--- src/rtl/uart_packet_scheduler.sv ---
// uart_packet_scheduler: round-robin arbiter that latches one source's payload and frames it
// as HEADER, source ID, payload (MSB first), checksum onto a byte-wide UART handshake.
module uart_packet_scheduler #(
    parameter int         NUM_SRC       = 3,
    parameter int         PAYLOAD_BYTES = 2,
    parameter logic [7:0] HEADER        = 8'hA5,
    parameter int         BUSY_TIMEOUT  = 1024
) (
    input  logic                                 clock,
    input  logic                                 reset,
    input  logic [NUM_SRC-1:0]                   req,
    input  logic [NUM_SRC*8*PAYLOAD_BYTES-1:0]   payload,
    output logic [NUM_SRC-1:0]                   ack,
    output logic                                 uart_data_rdy,
    output logic [7:0]                           uart_data,
    input  logic                                 tx_busy,
    output logic                                 sched_busy,
    output logic                                 timeout_err
);
    localparam int PW = 8 * PAYLOAD_BYTES;
    localparam int SW = $clog2(NUM_SRC);
    localparam int CW = $clog2(BUSY_TIMEOUT + 1);
    localparam logic [2:0] LAST = 3'(PAYLOAD_BYTES + 2);

    typedef enum logic [2:0] {IDLE, SEND, WAIT_HI, WAIT_LO, NEXT} state_t;

    state_t             state_q, state_d;
    logic [SW-1:0]      rr_q, rr_d, src_q, src_d, grant;
    logic [PW-1:0]      pay_q, pay_d;
    logic [2:0]         idx_q, idx_d;
    logic [CW-1:0]      cnt_q, cnt_d;
    logic [NUM_SRC-1:0] ack_q, ack_d;
    logic               rdy_q, rdy_d, busy_q, err_q, err_d, found;
    logic [7:0]         data_q, data_d, csum, cur;
    int                 j;

    // First requester at or after rr_q, wrapping.
    always_comb begin
        grant = '0;
        found = 1'b0;
        j = 0;
        for (int k = 0; k < NUM_SRC; k++) begin
            j = int'(rr_q) + k;
            if (j >= NUM_SRC) j -= NUM_SRC;
            if (!found && req[SW'(j)]) begin
                grant = SW'(j);
                found = 1'b1;
            end
        end
    end

    always_comb begin
        csum = 8'(src_q);
        for (int k = 0; k < PAYLOAD_BYTES; k++) csum = csum + pay_q[8*k +: 8];
        cur = idx_q == 3'd0 ? HEADER : idx_q == 3'd1 ? 8'(src_q) : csum;
        for (int k = 0; k < PAYLOAD_BYTES; k++)
            if (idx_q == 3'(k + 2)) cur = pay_q[PW-8-8*k +: 8];
    end

    always_comb begin
        state_d = state_q;
        rr_d    = rr_q;
        src_d   = src_q;
        pay_d   = pay_q;
        idx_d   = idx_q;
        cnt_d   = cnt_q;
        ack_d   = '0;
        rdy_d   = 1'b0;
        data_d  = data_q;
        err_d   = err_q;
        case (state_q)
            IDLE: if (found) begin
                state_d = SEND;
                src_d   = grant;
                pay_d   = payload[grant*PW +: PW];
                ack_d   = NUM_SRC'(1) << grant;
                idx_d   = '0;
                rr_d    = grant == SW'(NUM_SRC - 1) ? '0 : grant + 1'b1;
            end
            SEND: if (!tx_busy) begin
                state_d = WAIT_HI;
                rdy_d   = 1'b1;
                data_d  = cur;
                cnt_d   = '0;
            end
            // The counter stops at BUSY_TIMEOUT because that exits the state.
            WAIT_HI: if (tx_busy) state_d = WAIT_LO;
                else if (cnt_q == CW'(BUSY_TIMEOUT)) begin
                    err_d   = 1'b1;
                    state_d = NEXT;
                end else cnt_d = cnt_q + 1'b1;
            WAIT_LO: if (!tx_busy) state_d = NEXT;
            NEXT: begin
                state_d = idx_q == LAST ? IDLE : SEND;
                idx_d   = idx_q == LAST ? idx_q : idx_q + 1'b1;
            end
            default: state_d = IDLE;
        endcase
    end

    always_ff @(posedge clock) begin
        if (reset) begin
            state_q <= IDLE;
            rr_q    <= '0;
            src_q   <= '0;
            pay_q   <= '0;
            idx_q   <= '0;
            cnt_q   <= '0;
            ack_q   <= '0;
            rdy_q   <= 1'b0;
            data_q  <= '0;
            busy_q  <= 1'b0;
            err_q   <= 1'b0;
        end else begin
            state_q <= state_d;
            rr_q    <= rr_d;
            src_q   <= src_d;
            pay_q   <= pay_d;
            idx_q   <= idx_d;
            cnt_q   <= cnt_d;
            ack_q   <= ack_d;
            rdy_q   <= rdy_d;
            data_q  <= data_d;
            busy_q  <= state_d != IDLE;
            err_q   <= err_d;
        end
    end

    assign ack           = ack_q;
    assign uart_data_rdy = rdy_q;
    assign uart_data     = data_q;
    assign sched_busy    = busy_q;
    assign timeout_err   = err_q;
endmodule
--- config.mk ---
export PLATFORM = sky130hd
export DESIGN_NAME = uart_packet_scheduler
export DESIGN_NICKNAME = d
export VERILOG_FILES = /design/src/rtl/uart_packet_scheduler.sv
export SDC_FILE = /design/constraint.sdc
export NUM_CORES = 1
export LEC_CHECK = 0
export ABC_CLOCK_PERIOD_IN_PS = 2820
export CAP_MARGIN = 20
export CORE_MARGIN = 2
export CORE_UTILIZATION = 51
export DETAILED_ROUTE_END_ITERATION = 7
export GPL_ROUTABILITY_DRIVEN = 0
export GPL_TIMING_DRIVEN = 1
export PLACE_DENSITY = 0.81
export SYNTH_ARGS = -nofsm -noshare
export SYNTH_HDL_FRONTEND = slang
export SYNTH_SLANG_ARGS = --single-unit
--- constraint.sdc ---
create_clock -name clock -period 2.82 [get_ports clock]
set_input_delay 0.282 -clock clock [delete_from_list [all_inputs] [get_ports clock]]
set_output_delay 0.282 -clock clock [all_outputs]
set_load 0.05 [all_outputs]
==> metrics.yaml <==
status: "completed"
yosysTopAreaCell: "dfxtp_1"
gr-usage-all-layers_pct: 21.90
n_antenna_cell: 0
viasPerCell: 5.789
cts_inserted_buffers: 5
clock_latency_ps: 310
syn_inst: 347
drtIter0Drc: 235
detail-route-antenna-nets: 0
clock_path_buffers: 2
final.period_utilization_pct: 88.31
worstSetupPathType: "reg2reg"
r2r_setup_slack_ps: 330
setup-tns-final_ps: 0
power_density_nw_per_um2: 816.4
r2r_end: "pay_q[14]$_SDFFE_PP0P_"
drc: 0
endpoint: "pay_q[14]$_SDFFE_PP0P_"
clock_sinks: 51
slew_violations: 0
dpl.cell_count: 471
wirelength_um: 6925
synth_seq_cells: 51
overflow: 0
synth_warnings: 0
synth_fp_nets: 424
startpoint_type: "register"
cts_root_buf: "clkbuf_8"
grt_pass1_wl_um: 11430
rows: 28
max_slew_margin_pct: 40.90
worst_ep_arrival_time_ps: 2710
cts_tree: "done"
port_buffers: 67
cts_setup_buffers: 0
rsz0062_at_grt: "no"
worst_setup_path_end_kind: "register"
synth.most_common_cell: "dfxtp_1"
fmax_ghz: 0.4016
die_area_um2: 6608
finClkSkew_ps: 10.17
synth-edff-count: 0
worstMarginPinSlew_ps: 886.5
first_pass_iters: 5
async_flop_share_pct: 0
start_util_pct: 52.07
design.portCount: 68
r2r_start: "rr_q[0]$_SDFFE_PP0P_"
hold_buffers: 0
dp_hpwl_um: 5220
core_um2: 5851
final_cells: 479
hold_viol: 0
clkTransAtPathRegs_ps: 90
ys.flop_type: "dfxtp_1"
wl_per_cell_um: 14.46
finalSetupViolCount: 0
leakagePower_nw: 1.429
yosysSeqAreaShare_pct: 33.51
drive_gt1_share_pct: 7.178
rr_worst_depth: 7
peakVddDrop_uv: 582.7
areaGrowthSynthToFinish_pct: 25.22
grt_pass1_vias: 2533
yosys-top-cells-count: "51 x dfxtp_1, 48 x nor2_1, 24 x a21oi_1"
yosysUniqueCellTypes: 54
netlist_area_um2: 3047
post_cts_resize_count: 0
htreeDepth: 2
die_h_um: 81.29
synthTopCellsByArea: "dfxtp_1 34%, ha_1 8.2%, nor2_1 5.9%"
finalNetCount: 480
required_ps: 3040
yosysTopAreaCellShare_pct: 33.51
hp-class: "reg2reg"
fin_crit_ps: 2490
antenna_found_initial: 0
grt_max_degree: 47
cp-startpoint: "rr_q[0]$_SDFFE_PP0P_"
die_x_um: 81.29
synth.avg_cell_area_um2: 8.780
cp_max_fo: 17
maxCapViolations: 0
vias: 2773
## how the worst min path moves through the flow
stage / cells after the start / from / end
5_1_grt: 2 / uart_data[4]$_SDFFE_PP0P_ / uart_data[4]$_SDFFE_PP0P_
3_5_place_dp: 2 / uart_data[2]$_SDFFE_PP0P_ / uart_data[2]$_SDFFE_PP0P_
6_report: 2 / uart_data[2]$_SDFFE_PP0P_ / uart_data[2]$_SDFFE_PP0P_
4_1_cts: 2 / uart_data[1]$_SDFFE_PP0P_ / uart_data[1]$_SDFFE_PP0P_
3_3_place_gp: 2 / uart_data[1]$_SDFFE_PP0P_ / uart_data[1]$_SDFFE_PP0P_
2_1_floorplan: 2 / tx_busy / state_q[0]$_SDFF_PP0_
## cell families (layout without fill, tap and decap cells)
| kind of cell | Yosys count | in the layout | synth area share (%) |
|---|---|---|---|
| AND/OR/NAND/NOR | 114 | 114 | 18.93 |
| AO/OA/AOI/OAI | 101 | 101 | 25.67 |
| flip-flops | 51 | 51 | 33.51 |
| buffers and inverters | 39 | 96 | 5.955 |
| adder cells (fa/ha/maj) | 24 | 24 | 10.51 |
| XOR/XNOR | 12 | 12 | 3.450 |
| multiplexers | 6 | 6 | 1.971 |
## sequential cells by signal, indices dropped and copies added (netlist names)
name           count
pay_q             16
cnt_q             11
uart_data          8
ack                3
idx_q              3
state_q            3
rr_q               2
src_q              2
sched_busy         1
timeout_err        1
uart_data_rdy      1
## layer usage
layer | track usage (%) | vias to the layer above | share of wire [%]
met4 | 3.559 | 0 | 0.65
met3 | 4.444 | 6 | 6.1
li1 | - | 1391 | -
met2 | 36.56 | 91 | 45
met5 | 0 | - | 0
met1 | 29.66 | 1285 | 48
## metrics by stage
step / setup slack (ps) / utilization (%) / power, mW / area (µm²) / hold slack (ps)
finish: 329.7 / 65.21 / 3.114 / 3815 / 453.4
global route: 154.4 / 65.21 / 3.347 / 3815 / 486.6
CTS: 330.8 / 65.21 / 3.121 / 3815 / 458.2
detailed placement: 341.3 / 63.71 / 2.690 / 3727 / 446.5
global placement: 391.3 / 63.71 / 2.645 / 3727 / 441.4
floorplan: 572.9 / - / 2.317 / 3047 / 439.3
## critical path: stages, from the launching register on
cell      delay (ps)
dfxtp_1          360
inv_1             50
ha_1             380
or3b_2           470
a21o_1           210
nand2_1          390
a222oi_1         260
a211oi_2         280
## report_power, final
group / switching [mW] / internal (mW) / total (mW)
logic: 0.900 / 0.729 / 1.63
registers: 0.169 / 0.893 / 1.06
clock network: 0.248 / 0.175 / 0.424
total: 1.32 / 1.80 / 3.11
## layout make-up
class                   instances  area (µm²)
fillers                       486        2036
multi-input cells             257        1844
flip-flops and latches         51        1021
repair buffers                 70       700.7
well taps                      75       93.84
clock buffers                   5       68.82
inverters                      18       67.56
clock inverters                 3       18.77
## cell usage in the layout (no fill, tap or decap), types with 3 or more instances in the layout
| cell | instances |
|---|---|
| clkbuf_8 | 5 |
| xor2_1 | 7 |
| o21ai_0 | 11 |
| nand2_1 | 20 |
| and3_1 | 3 |
| a222oi_1 | 16 |
| a211oi_1 | 12 |
| o22ai_1 | 4 |
| fa_1 | 3 |
| dfxtp_1 | 51 |
| nor2b_1 | 6 |
| clkdlybuf4s50_1 | 66 |
| inv_1 | 18 |
| o211ai_1 | 7 |
| or3_1 | 3 |
| xnor2_1 | 5 |
| and3b_1 | 3 |
| ha_1 | 20 |
| and4_1 | 3 |
| nor3_1 | 4 |
| mux2i_1 | 6 |
| a211oi_2 | 8 |
| nand3_1 | 3 |
| nor2_1 | 48 |
| a21oi_1 | 24 |
| a21o_1 | 3 |
| nand2b_1 | 5 |
Note: power is estimated with default switching activity, not from simulation.
